<file path="src/rtl/mem_arbiter.sv">
// Round-robin arbiter giving NREQ requesters bursts of single-port RAM access.
// Each burst is bounded by MAX_BURST under contention and followed by one turnaround cycle.
module mem_arbiter #(
  parameter int NREQ       = 3,
  parameter int ADD_WIDTH  = 6,
  parameter int DATA_WIDTH = 16,
  parameter int MAX_BURST  = 16,
  localparam int AW = ADD_WIDTH + 1,
  localparam int OW = (NREQ > 1) ? $clog2(NREQ) : 1
) (
  input  logic                       clk,
  input  logic                       rst,
  input  logic [NREQ-1:0]            req,
  input  logic [NREQ*AW-1:0]         addr,
  input  logic [NREQ-1:0]            we,
  input  logic [NREQ*DATA_WIDTH-1:0] wdata,
  output logic [NREQ-1:0]            grant,
  output logic                       ram_cs,
  output logic                       ram_we,
  output logic [AW-1:0]              ram_addr,
  output logic [DATA_WIDTH-1:0]      ram_wdata,
  output logic [OW-1:0]              owner,
  output logic                       busy,
  output logic [1:0]                 dbg_state
);

  localparam int CW = $clog2(MAX_BURST);

  typedef enum logic [1:0] {
    IDLE = 2'd0,
    OWN  = 2'd1,
    GAP  = 2'd2
  } state_t;

  state_t          state_q, state_d;
  logic [NREQ-1:0] grant_q, grant_d;
  logic [OW-1:0]   owner_q, owner_d;
  logic [OW-1:0]   last_q, last_d;
  logic [CW-1:0]   cnt_q, cnt_d;

  logic            win_found;
  logic [OW-1:0]   win_idx;
  logic            others;

  // Indices above last_q outrank those at or below it; lowest index wins within each group.
  always_comb begin
    win_found = 1'b0;
    win_idx   = '0;
    for (int k = NREQ - 1; k >= 0; k--) begin
      if (req[k] && (k <= int'(last_q))) begin
        win_found = 1'b1;
        win_idx   = OW'(k);
      end
    end
    for (int k = NREQ - 1; k >= 0; k--) begin
      if (req[k] && (k > int'(last_q))) begin
        win_found = 1'b1;
        win_idx   = OW'(k);
      end
    end
  end

  assign others = |(req & ~grant_q);

  // grant_q is non-zero only in OWN, so it doubles as the RAM port mux select.
  always_comb begin
    ram_cs    = 1'b0;
    ram_we    = 1'b0;
    ram_addr  = '0;
    ram_wdata = '0;
    for (int k = 0; k < NREQ; k++) begin
      if (grant_q[k]) begin
        ram_cs    = req[k];
        ram_we    = req[k] & we[k];
        ram_addr  = addr[k*AW +: AW];
        ram_wdata = wdata[k*DATA_WIDTH +: DATA_WIDTH];
      end
    end
  end

  always_comb begin
    state_d = state_q;
    grant_d = grant_q;
    owner_d = owner_q;
    last_d  = last_q;
    cnt_d   = cnt_q;
    case (state_q)
      IDLE, GAP: begin
        state_d = IDLE;
        grant_d = '0;
        owner_d = '0;
        cnt_d   = '0;
        if (win_found) begin
          state_d = OWN;
          owner_d = win_idx;
          for (int k = 0; k < NREQ; k++) grant_d[k] = (win_idx == OW'(k));
        end
      end
      OWN: begin
        if (!ram_cs || ((cnt_q == CW'(MAX_BURST - 1)) && others)) begin
          state_d = GAP;
          grant_d = '0;
          owner_d = '0;
          cnt_d   = '0;
          last_d  = owner_q;
        end else begin
          cnt_d = cnt_q + 1'b1;
        end
      end
      default: begin
        state_d = IDLE;
        grant_d = '0;
        owner_d = '0;
        cnt_d   = '0;
      end
    endcase
  end

  always_ff @(posedge clk or posedge rst) begin
    if (rst) begin
      state_q <= IDLE;
      grant_q <= '0;
      owner_q <= '0;
      last_q  <= OW'(NREQ - 1);
      cnt_q   <= '0;
    end else begin
      state_q <= state_d;
      grant_q <= grant_d;
      owner_q <= owner_d;
      last_q  <= last_d;
      cnt_q   <= cnt_d;
    end
  end

  assign grant     = grant_q;
  assign owner     = owner_q;
  assign busy      = |grant_q;
  assign dbg_state = state_q;

endmodule

</file>
<file path="config.mk">
export PLATFORM = sky130hd
export DESIGN_NAME = mem_arbiter
export DESIGN_NICKNAME = d
export VERILOG_FILES = /design/src/rtl/mem_arbiter.sv
export SDC_FILE = /design/constraint.sdc
export NUM_CORES = 1
export LEC_CHECK = 0
export CAP_MARGIN = 20
export CORE_MARGIN = 2
export CORE_UTILIZATION = 27
export DETAILED_ROUTE_END_ITERATION = 8
export PLACE_DENSITY_LB_ADDON = 0.2
export SETUP_SLACK_MARGIN = 0.2
export SLEW_MARGIN = 20
export SYNTH_ARGS = -nofsm -noshare
export SYNTH_HDL_FRONTEND = slang
export SYNTH_SLANG_ARGS = --single-unit
</file>
<file path="constraint.sdc">
create_clock -name clk -period 1.4 [get_ports clk]
set_input_delay 0.14 -clock clk [delete_from_list [all_inputs] [get_ports clk]]
set_output_delay 0.14 -clock clk [all_outputs]
set_load 0.005 [all_outputs]
</file>
==> results of run 1 <==
logic make-up (layout without fill, tap and decap cells):
kind of cell,Yosys count,count (layout)
buffers and inverters,16,158
AO/OA/AOI/OAI,61,61
multiplexers,2,2
adder cells (fa/ha/maj),1,1
flip-flops,13,13
XOR/XNOR,2,2
AND/OR/NAND/NOR,47,47
per-stage QoR:
stage	total power [mW]	hold slack, ns	std cells	area (sq um)
after global routing	4.49	0.304	334	2790
final	4.18	0.224	334	2790
after CTS	3.74	0.245	327	2550
after detailed placement	3.11	0.503	303	2380
after floorplan	1.68	0.0162	142	1140
after global placement	3.08	0.485	303	2380
final timing paths:
check,start,endpoint,slack (ns),depth (start not counted)
min reg2reg,dbg_state[0],dbg_state[0],0.52,1
max,grant[1],grant[0],-0.30,8
max reg2reg,grant[1],grant[0],-0.30,8
max in group asynchronous,rst,last_q[1],0.82,2
min,rst,cnt_q[2],0.22,2
min in group clk,dbg_state[0],dbg_state[0],0.52,1
synthesized netlist by cell type (3+ instances only):
cell type  count  area share (%)
nand2_1       24             8.0
o21ai_0       24              11
a22oi_1       22              15
dfrtp_1       12              27
buf_2          5             2.2
clkbuf_1       5             1.7
a21o_1         4             2.7
inv_1          4             1.3
nand3_1        4             1.8
nand2b_1       3             1.7
nor2b_1        3             1.7
sequential cells by signal, indices dropped and copies added, names as in the netlist:
signal and flops:
cnt_q 4, grant 3, dbg_state 2, last_q 2, owner 2
power by group through the flow:
stage / Sequential (mW) / Combinational, mW / Clock, mW
6_report: 0.595 / 3.25 / 0.332
5_1_grt: 0.604 / 3.52 / 0.365
3_3_place_gp: 0.590 / 2.49 / 0
4_1_cts: 0.582 / 2.81 / 0.344
3_5_place_dp: 0.591 / 2.52 / 0
2_1_floorplan: 0.596 / 1.08 / 0
final cells by class:
class / instances / area (sq um) / share of cell area (%)
Timing Repair Buffer: 149 / 1440 / 51.5
Clock buffer: 4 / 45.0 / 1.61
Inverter: 5 / 18.8 / 0.672
Multi-Input combinational cell: 113 / 901 / 32.3
Tap cell: 50 / 62.6 / 2.24
Sequential cell: 13 / 327 / 11.7
what timing repair did:
action,4_1_cts,5_1_grt
gates resized for setup,161,36
setup endpoints to repair,46,42
hold buffers,0,0
gates cloned,1,2
buffers inserted,19,5
pin swaps,9,27
critical path, stage by stage (launching register included):
cell	delay, ns
dfrtp_1	0.41
buf_6	0.14
nand3b_1	0.17
a22o_4	0.24
buf_6	0.12
buf_6	0.12
nor3_4	0.14
buf_6	0.15
a32o_1	0.14
routing by layer:
layer  GRT usage (%)  vias to the layer above  routed length [microns]
li1                -                      812                        -
met1            23.8                      753                     1940
met2            36.7                       75                     2830
met3            4.44                        8                      517
met4            5.00                        0                       40
met5               0                        -                        0
==> reports/results.ini, run 1 <==
[synth]
synth-edff-count=0
ys_seq_area_share_pct=29.2
synth_cells=142
synthArstFlopShare_pct=100
synth_xor_area_share_pct=1.56
synth_simple_gate_area_share_pct=21.5
syn_avg_cell_area_sq_um=7.89
synthAdderAreaFrac_pct=1.12
synth_area_sq_mm=0.00112
synthDistinctLibCells=35
synth_seq_cells=13
synth_compound_area_share_pct=38.1
synth_top_family_by_area=compound AO/OA/AOI/OAI gates
muxShareOfSynthArea_pct=2.68
syn_nets=220
yosys_most_used_dff=dfrtp_1
ys.warnings.count=0

[timing]
fmax_ghz=0.588
final.period_utilization_pct=122
tns_ns=-8.20
final.setup_skew_ns=0.00130
setup_slack_ns=-0.301
relSlewSlack_pct=66.9
maxSlewViolCount=0
tightest_slew_ns=0.496
rsz0062_at_grt=yes
min_period_ns=1.70
hold_violations=0
finalSetupViolCount=39

[routing]
wl_per_cell_microns=15.9
route.detailed.drc=0
num_vias=1648
ant_nets=0
drt_wl_total_mm=5.32
avgViaCountPerCell=4.93
drt-initial-drc-count=43
drt-pass1-iter-count=4

[cts]
h-tree-depth=1
clock_sinks=13
clkSlewWorstSetupHoldPaths_ns=0.05
numCtsBuffers=3
ctsLongestPathBuffers=2
clk_latency_ns=0.24
cts_tree=built
cts_root_buf=clkbuf_8

[floorplan]
coreArea_sq_mm=0.00400
start_util_pct=28.0
die_area_sq_mm=0.00468
num_rows=23
die_h_microns=68.4
ios=110
die_x_microns=68.4

[final_layout]
final_cell_mix=76 x clkdlybuf4s50_1, 26 x buf_2, 24 x nand2_1, 24 x o21ai_1, 19 x a22oi_2
layout-drive-gt1-share_pct=39.4
num-nets-final=363
area_growth_pct=149
fin_util_pct=69.8
layout_commonest_cell=clkdlybuf4s50_1
fillers=320
diodes=0

[power_and_ir_drop]
p_sw_mw=1.59
power_density_mw_per_mm2=1500
peakVddDrop_mv=0.986
combPwrFrac_pct=77.8
clock_power_share_pct=7.9
pwr-share-seq_pct=14.2
switching_share_pct=38.1
p_leak_nw=1.22
internal_power_mw=2.58

[grt]
first_global_vias=1448
overflow=0
antenna_found_initial=0
grt_max_degree=25
grt_pass1_wl_mm=7.11
grt_usage_pct=20.2

[critical_path]
endpoint_kind=flop
cp_max_fo=6
critPathLaunchType=flop
arrival_ns=1.88
critPathKind=reg -> reg
cp_data_required_time_ns=1.57

[outcome]
violations=setup timing
status=finished with violations

[placed_design]
dpl_worst_slack_ns=-0.370
hpwl_mm=3.47
place_congestion=0.848
portBuffers=109

[min_path]
hold_path.class=in -> async

[job]
cap_violations=0

No activity file was read; power rests on OpenSTA's default activity.
==> run 2, diff against run 1 <==
--- a/config.mk
+++ b/config.mk
@@ -9,6 +9,7 @@
 export CORE_MARGIN = 2
 export CORE_UTILIZATION = 27
 export DETAILED_ROUTE_END_ITERATION = 8
+export GPL_ROUTABILITY_DRIVEN = 0
 export PLACE_DENSITY_LB_ADDON = 0.2
 export SETUP_SLACK_MARGIN = 0.2
 export SLEW_MARGIN = 20
==> results of run 2 <==
No change in the layout: final DEF, timing and power equal those of run 1.
==> run 3, diff against run 2 <==
--- a/config.mk
+++ b/config.mk
@@ -11,6 +11,7 @@
 export DETAILED_ROUTE_END_ITERATION = 8
 export GPL_ROUTABILITY_DRIVEN = 0
 export PLACE_DENSITY_LB_ADDON = 0.2
+export REMOVE_ABC_BUFFERS = 1
 export SETUP_SLACK_MARGIN = 0.2
 export SLEW_MARGIN = 20
 export SYNTH_ARGS = -nofsm -noshare
==> run 3 against run 2 <==
The run still ends with setup timing left. Critical path type unchanged. Final cell count is 2.1% higher. Maximum frequency is 6.0% higher. Combinational power is 2% lower.
==> reports/results.ini, run 3 (same netlist as run 1, synthesis figures left out) <==
[critical_path]
critPathMostFrequentCell=buf_6
reg2regPathDepth=6  ; -2
endpoint_kind=flop
critPathLaunchType=flop
rr_startpoint=grant[1]
slowest_delay_ns=0.45  ; +0.04 ns
worst_path_max_delay_cell=dfrtp_2
arrival_ns=1.79  ; -0.09 ns
cp_max_fo=7  ; +1
critPathLaunch=grant[1]
critPathKind=reg -> reg
cp_data_required_time_ns=1.59  ; +0.02 ns
r2r_end=cnt_q[1]
r2r_slack_ns=-0.21  ; +0.10 ns
crit_chain=buf_6 -> nand3b_1 -> a22o_4 -> buf_6 -> nor3_4 -> and2_1

[power_and_ir_drop]
switching_share_pct=37.9  ; -0.22 points
p_sw_mw=1.56  ; -2.1%
clock_power_share_pct=8.2  ; +0.3 points
combPwrFrac_pct=77.0  ; -0.8 points
peakVddDrop_mv=1.03  ; +4.8%
p_leak_nw=1.22  ; -0.71%
power_density_mw_per_mm2=1490  ; -0.53%
internal_power_mw=2.55  ; -1.2%
pwr-share-seq_pct=14.8  ; +0.6 points

[grt]
grt_pass1_wl_mm=6.92  ; -2.7%
grt_max_degree=37  ; +48%
grt_usage_pct=19.6  ; -0.59 points
overflow=0  ; unchanged
first_global_vias=1496  ; +3.3%
antenna_found_initial=0  ; unchanged

[floorplan]
num_rows=23  ; unchanged
die_x_microns=68.4  ; unchanged
die_area_sq_mm=0.00468  ; unchanged
start_util_pct=28.0  ; unchanged
coreArea_sq_mm=0.00400  ; unchanged
ios=110  ; unchanged
die_h_microns=68.4  ; unchanged

[cts]
numCtsBuffers=3  ; unchanged
clkSlewWorstSetupHoldPaths_ns=0.05  ; about the same
cts_root_buf=clkbuf_8
clk_latency_ns=0.25  ; about the same
h-tree-depth=1  ; unchanged
clock_sinks=13  ; unchanged
ctsLongestPathBuffers=2  ; unchanged
ctsHoldBuffers=0  ; unchanged
cts_tree=built

[routing]
ant_nets=0  ; unchanged
drt_wl_total_mm=5.11  ; -4.1%
drt-initial-drc-count=68  ; +58%
wl_per_cell_microns=15.0  ; -6.0%
drt-pass1-iter-count=4  ; unchanged
num_vias=1682  ; +2.1%
route.detailed.drc=0  ; unchanged
avgViaCountPerCell=4.93  ; about the same

[timing]
finalSetupViolCount=39  ; unchanged
final.period_utilization_pct=115  ; -6.8 points
tightest_slew_ns=0.490  ; -0.00569 ns
tns_ns=-5.46  ; +2.74 ns
fmax_ghz=0.623  ; +6.0%
min_period_ns=1.61  ; -0.0956 ns
setup_slack_ns=-0.206  ; +0.0956 ns
relSlewSlack_pct=67.3  ; +0.38 points
final.setup_skew_ns=0.000981  ; -0.000324 ns
rsz0062_at_grt=yes
maxSlewViolCount=0  ; unchanged
hold_violations=0  ; unchanged

[placed_design]
dpl_worst_slack_ns=-0.386  ; -0.0160 ns
hpwl_mm=3.72  ; +7.2%
portBuffers=109  ; unchanged

[final_layout]
layout-drive-gt1-share_pct=40.5  ; +1.1 points
num-nets-final=370  ; +1.9%
final_cell_mix=76 x clkdlybuf4s50_1, 27 x buf_2, 24 x nand2_1, 24 x o21ai_1, 24 x buf_6
largest_reg_flops=4  ; unchanged
regMostFlops=cnt_q
diodes=0  ; unchanged
area_growth_pct=147
layout_commonest_cell=clkdlybuf4s50_1

[min_path]
hold_path.class=in -> async

[outcome]
violations=setup timing
status=finished with violations

[job]
cap_violations=0  ; unchanged

[run 3: layout make-up]
| class | instances | area, sq um |
|---|---|---|
| Inverter | 5 | 18.8 |
| Fill cell | 351 | 1230 |
| Clock buffer | 4 | 45.0 |
| Timing Repair Buffer | 156 | 1420 |
| Multi-Input combinational cell | 113 | 890 |
| Sequential cell | 13 | 328 |
| Tap cell | 50 | 62.6 |
[run 3: critical path: cells and delay by family (launching register included)]
family,cells,cell delay (ns)
compound gates,1,0.26
buf+inv,2,0.27
flops,1,0.45
simple gates,3,0.57
[run 3: worst max path at each step]
stage / slack (ns) / to / cells after the start
finish: -0.21 / cnt_q[1] / 6
global route: -0.29 / grant[0] / 6
CTS: -0.20 / ram_wdata[9] / 6
detailed placement: -0.39 / ram_we / 6
global placement: -0.34 / ram_we / 6
floorplan: -0.62 / last_q[0] / 4
[run 3: metrics by stage]
stage                     hold WS [ns]  utilization [%]  cells  instance area [sq um]  power, mW
after global placement           0.495             60.8    314                   2430       3.24
after detailed placement         0.496             60.8    314                   2430       3.26
after CTS                        0.231             66.8    336                   2670       3.93
final                            0.212             69.1    341                   2770       4.11
after floorplan                 0.0162                -    131                   1070       1.59
after global routing             0.291             69.1    341                   2770       4.42
[run 3: per-layer routing]
metal / GRT usage [%] / vias to the layer above / share of wire [%]
li1: - / 820 / -
met1: 22.0 / 773 / 38
met2: 36.3 / 82 / 50
met3: 4.28 / 7 / 11
met4: 6.00 / 0 / 1.2
met5: 0 / - / 0
[run 3: what timing repair did]
item                                    in CTS  in global routing
gates resized for setup                    195                 11
buffers inserted                            16                  5
pin swaps                                   19                 16
cloned                                       2                  0
hold endpoints to repair                     0                  0
endpoints found under the setup margin      46                 41
[run 3: power groups by stage]
stage | Clock, mW | Sequential [mW] | Combinational (mW)
after floorplan | 0 | 0.740 | 0.846
after global placement | 0 | 0.606 | 2.63
after detailed placement | 0 | 0.607 | 2.66
after CTS | 0.345 | 0.602 | 2.99
after global routing | 0.354 | 0.622 | 3.44
final | 0.338 | 0.608 | 3.17
